[src/rtl/io_switch_reader.sv]
// io_switch_reader: read-side IO responder for the front-panel switches and
// the free-running cycle register. Each raw switch is synchronized, debounced
// and turned into a sticky press flag that a CPU load clears.
// Build option: define IO_SWITCH_DEBOUNCE_EN to include the per-switch
// debounce counters; without it a switch level is accepted one edge after
// it reaches the second synchronizer flop.
module io_switch_reader #(
  parameter int                     COUNT_WIDTH    = 28,
  parameter logic [COUNT_WIDTH-1:0] DEBOUNCE_COUNT = 28'h3000
) (
  input  logic        clk,
  input  logic        rst,
  input  logic [3:0]  swIn,
  input  logic        sortFinish,
  input  logic [15:0] dataAddr,
  input  logic        rdEnable,
  output logic [31:0] rdData,
  output logic [3:0]  swLevel
);

  logic [3:0]  sync1_q, sync2_q;
  logic [3:0]  stable_q, stable_d;
  logic [3:0]  stable_prev_q;
  logic [3:0]  flag_q, flag_d;
  logic [31:0] cycle_q, cycle_d;
  logic [3:0]  clr_flag;
  logic        io_hit;
  logic [4:0]  io_idx;

  // Address bits outside the decoded window, including the byte bit, are don't-care.
  logic unused_addr;
  assign unused_addr = ^{dataAddr[14:6], dataAddr[0]};

  assign io_hit  = rdEnable & dataAddr[15];
  assign io_idx  = dataAddr[5:1];
  assign swLevel = stable_q;

`ifdef IO_SWITCH_DEBOUNCE_EN
  logic [COUNT_WIDTH-1:0] cnt_q [4];
  logic [COUNT_WIDTH-1:0] cnt_d [4];

  // Accept a new level only after it has disagreed with the stable level for DEBOUNCE_COUNT edges.
  always_comb begin
    stable_d = stable_q;
    for (int i = 0; i < 4; i++) begin
      cnt_d[i] = '0;
      if (sync2_q[i] != stable_q[i]) begin
        if (cnt_q[i] == DEBOUNCE_COUNT - COUNT_WIDTH'(1)) begin
          stable_d[i] = sync2_q[i];
        end else begin
          cnt_d[i] = cnt_q[i] + COUNT_WIDTH'(1);
        end
      end
    end
  end

  // Debounce counter registers.
  always_ff @(posedge clk or posedge rst) begin
    if (rst) begin
      for (int i = 0; i < 4; i++) cnt_q[i] <= '0;
    end else begin
      for (int i = 0; i < 4; i++) cnt_q[i] <= cnt_d[i];
    end
  end
`else
  logic unused_cfg;
  assign unused_cfg = ^DEBOUNCE_COUNT;

  // No filtering: the synchronized level is taken directly.
  always_comb begin
    stable_d = sync2_q;
  end
`endif

  // Load decode; a hit on a flag address also requests that flag's clear.
  always_comb begin
    rdData   = '0;
    clr_flag = '0;
    if (io_hit) begin
      case (io_idx)
        5'h10, 5'h11, 5'h12, 5'h13: begin
          rdData                = {31'b0, flag_q[io_idx[1:0]]};
          clr_flag[io_idx[1:0]] = 1'b1;
        end
        5'h14:   rdData = cycle_q;
        default: rdData = '0;
      endcase
    end
  end

  // Flag and cycle next state; a rising stable level beats a same-edge clear.
  always_comb begin
    flag_d  = (flag_q & ~clr_flag) | (stable_q & ~stable_prev_q);
    cycle_d = sortFinish ? cycle_q : cycle_q + 32'd1;
  end

  // Synchronizer, stable level, flag and cycle registers.
  always_ff @(posedge clk or posedge rst) begin
    if (rst) begin
      sync1_q       <= '0;
      sync2_q       <= '0;
      stable_q      <= '0;
      stable_prev_q <= '0;
      flag_q        <= '0;
      cycle_q       <= '0;
    end else begin
      sync1_q       <= swIn;
      sync2_q       <= sync1_q;
      stable_q      <= stable_d;
      stable_prev_q <= stable_q;
      flag_q        <= flag_d;
      cycle_q       <= cycle_d;
    end
  end

endmodule

[config.mk]
export PLATFORM = sky130hd
export DESIGN_NAME = io_switch_reader
export DESIGN_NICKNAME = d
export VERILOG_FILES = /design/src/rtl/io_switch_reader.sv
export SDC_FILE = /design/constraint.sdc
export NUM_CORES = 1
export LEC_CHECK = 0
export CAP_MARGIN = 20
export CORE_ASPECT_RATIO = 0.6
export CORE_MARGIN = 5
export CORE_UTILIZATION = 54
export CTS_BUF_LIST = sky130_fd_sc_hd__clkbuf_2 sky130_fd_sc_hd__clkbuf_4 sky130_fd_sc_hd__clkbuf_8
export CTS_CLUSTER_DIAMETER = 120
export DETAILED_ROUTE_END_ITERATION = 7
export HOLD_SLACK_MARGIN = 0.12
export PLACE_DENSITY = 0.93
export SETUP_SLACK_MARGIN = 0.3
export SLEW_MARGIN = 0
export SYNTH_ARGS = -nofsm -noshare
export SYNTH_HDL_FRONTEND = slang
export SYNTH_SLANG_ARGS = --single-unit
[constraint.sdc]
create_clock -name clk -period 2.5 [get_ports clk]
set_input_delay 0.375 -clock clk [delete_from_list [all_inputs] [get_ports clk]]
set_output_delay 0.375 -clock clk [all_outputs]
set_load 0.01 [all_outputs]
==> summary.md <==
| Metric | Value |
|---|---|
| Status | finished clean |
| Via count | 1729 |
| Register area share after synthesis | 56.00% |
| Final critical-path share of the clock period | 84.93% |
| ANT cells | 0 |
| Die H | 60.81 µm |
| CP Class | in -> out |
| R2R Path End | cycle_q[22]$_DFFE_PP0N_ |
| # setup viols final | 0 |
| Max stage delay on crit path | 0.27 ns |
| Post-Syn Nets | 222 |
| DRC | 0 |
| Area grow syn2layout | 30.91% |
| R2R depth | 5 |
| Skew-Pair Late Insertion Delay | 0.30 ns |
| Lkg Pwr | 1.427 nW |
| DRT Wirelength | 5465 µm |
| H-Tree Depth | 2 |
| Clock transition at path regs | 0.09 ns |
| Post-Syn Instances | 197 |
| Cell-by-cell trace of the critical path | dlygate4sd2_1 -> nand4b_4 -> nor4b_4 -> buf_4 -> buf_8 -> and2_1 -> clkdlybuf4s15_1 |
| Post-synthesis cell area | 2323 µm² |
| Routed WL per cell | 16.87 µm |
| RSZ-0062 raised after global routing | no |
| Gr ovfl total | 0 |
| Critical Path RT | 2.12 ns |
| Final worst slack | 0.3767 ns |
| Synthesis Warnings | 0 |
| Slew HR | 52.49% |
| CTS buffer count | 5 |
| PD cells | 579.6 nW/µm² |
| GR Util All Layers | 21.16% |
| Via density | 5.336 |
| CP bufs+invs | 4 |
| Total die area | 5758 µm² |
| Maximum vdd drop | 0.3721 mV |
| Crit end category | output pin |
| Synthesis-stage register bit count | 52 |
| Die outline width | 94.69 µm |
| Routability cong. | 0.8105 |
| CTS Buffer Depth | 2 |
| Internal | 1.301 mW |
| CTS Sinks | 52 |
| Max-slew violation count | 0 |
| Worst r2r src | cycle_q[0]$_DFFE_PP0N_ |
| Clk pwr share | 32.5% |
| Reg-to-reg slack, setup | 0.60 ns |
| DP HPWL | 3642 µm |
| Combinational power share | 10.4% |
| Min-delay src | stable_d[0]$_DFF_PP0_ |
| Global-route wire length before repair | 9032 µm |
| Pre-CTS WS | -0.1623 ns |
| Port Buffers | 49 |
| Post-route setup TNS | 0 ns |
| Flop pwr share | 57.1% |
| Final min period | 2.123 ns |
| Endpoints failing hold | 0 |
| Fraction of layout cells with a size suffix above 1 | 19.32% |
| Antenna violations before repair | 0 |
| Most common cell after layout, fill and taps aside | dfrtp_1 |
| Row count | 18 |
| Post-route cell area | 3042 µm² |
| Placed cell areas | 2929 µm² |
| Data arrival, critical path | 1.75 ns |
| Worst Path Max Fanout | 15 |
| Hold Path End | swLevel[0]$_DFF_PP0_ |
| DRT antenna net count | 0 |
| Max frequency | 0.4710 GHz |
| I/O Pins | 60 |
| Most frequent cells in the layout | dfrtp_1, and2_1, xnor2_1 |
| CP max-delay cell | nor4b_4 |
| Clock Skews | 0.003262 ns |
| Number of distinct library cells after synthesis | 29 |
| Hold_buf cts | 0 |
| Slew @ Worst Pin | 0.7073 ns |
| Switching part of the total power | 26.19% |
| Type of the worst min-delay path | reg -> reg |
| Initial Util | 56.38% |
| Largest net degree at the start of global routing | 53 |
| Crit-path leading delay family | buffers and inverters |
| Hold WS | 0.3548 ns |
| Root buffer cell | clkbuf_8 |
| Fin nets | 288 |
| Switch Pwr | 0.4617 mW |
| CTS tree | yes |
| Type of element launching the critical path | input pin |
| Hold depth | 0 |
| Syn avg cell area | 11.79 µm² |
| Max_cap viols | 0 |
| Core Box Area | 4121 µm² |
| DRT iter0 DRCs | 103 |
| Vias in the first global route | 1742 |
| First-pass DRT Iterations | 4 |
## what timing repair did
item | CTS | global route
gates resized for setup | 85 | 28
cloned | 2 | 0
buffers inserted | 5 | 0
endpoints found under the setup margin | 32 | 26
pin swaps | 1 | 1
## synth_stat cells
library cell | number | area [µm²]
dfrtp_1 | 52 | 1301
and2_1 | 32 | 200.2
xnor2_1 | 26 | 227.7
nand4_1 | 11 | 68.82
nand3_1 | 10 | 50.05
inv_1 | 9 | 33.78
nand2_1 | 9 | 33.78
and3_1 | 6 | 37.54
nor2_1 | 5 | 18.77
xor2_1 | 5 | 43.79
o21ai_0 | 4 | 20.02
o41ai_1 | 4 | 35.03
clkbuf_1 | 3 | 11.26
and4_1 | 2 | 17.52
nand2b_1 | 2 | 12.51
nand4b_4 | 2 | 47.55
nor3_1 | 2 | 10.01
nor4_2 | 2 | 25.02
a21oi_1 | 1 | 5.000
ha_1 | 1 | 12.51
mux2_2 | 1 | 11.26
mux4_2 | 1 | 22.52
nand3_2 | 1 | 10.01
nand4_2 | 1 | 12.51
nand4b_1 | 1 | 8.760
nor3_2 | 1 | 10.01
nor4_1 | 1 | 6.260
nor4_4 | 1 | 21.27
nor4b_1 | 1 | 8.760
## area by class of cell
type | instances | area [µm²]
Sequential cell | 52 | 1301
Multi-Input combinational cell | 133 | 994.7
Timing Repair Buffer | 62 | 525.5
Inverter | 9 | 33.78
Tap cell | 60 | 75.07
Clock inverter | 3 | 42.54
Clock buffer | 5 | 68.82
Fill cell | 291 | 1080
## per-stage QoR
step	cells	utilization (%)	power [mW]
finish	324	73.80	1.763
global route	324	73.80	1.837
CTS	324	74.38	1.772
detailed placement	309	71.07	1.206
floorplan	197	-	1.117
global placement	309	71.07	1.184
## worst max path at each step
stage                     start         end  slack (ns)  depth (start not counted)
finish              dataAddr[4]   rdData[6]        0.38                          7
global route        dataAddr[4]  rdData[14]        0.31                          7
CTS                 dataAddr[4]  rdData[27]        0.33                          8
detailed placement  dataAddr[5]  rdData[29]       -0.16                          6
global placement    dataAddr[5]  rdData[10]       -0.13                          6
floorplan           dataAddr[4]  rdData[10]        0.69                          4
## routing by layer
layer	GRT usage, %	share of wire [%]
met4	6.982	1.6
met5	0	0
met1	28.88	45
met2	33.67	46
met3	5.452	7.0
## registers in the layout, summed over array words and instances (netlist names)
register,count
cycle_q,32
flag_q,4
stable_d,4
stable_prev_q,4
swLevel,4
sync1_q,4
## cell families (layout without fill, tap and decap cells)
| family | Yosys count | after routing | synth area share, % |
|---|---|---|---|
| xor gates and xnor gates | 31 | 31 | 11.69 |
| adders and majority gates | 1 | 1 | 0.5384 |
| AOI/OAI and AO/OA | 9 | 9 | 2.584 |
| DFF | 52 | 52 | 56.00 |
| buffers and inverters | 12 | 79 | 1.938 |
| and+or+nand+nor | 90 | 90 | 25.79 |
| muxes | 2 | 2 | 1.454 |
## power groups by stage
stage | sequential (mW) | combinational [mW] | clock [mW]
global route | 1.02 | 0.206 | 0.613
global placement | 1.01 | 0.172 | 0
finish | 1.01 | 0.184 | 0.573
floorplan | 0.998 | 0.119 | 0
CTS | 1.00 | 0.187 | 0.580
detailed placement | 1.02 | 0.186 | 0
Note: power is estimated with default switching activity, not from simulation.
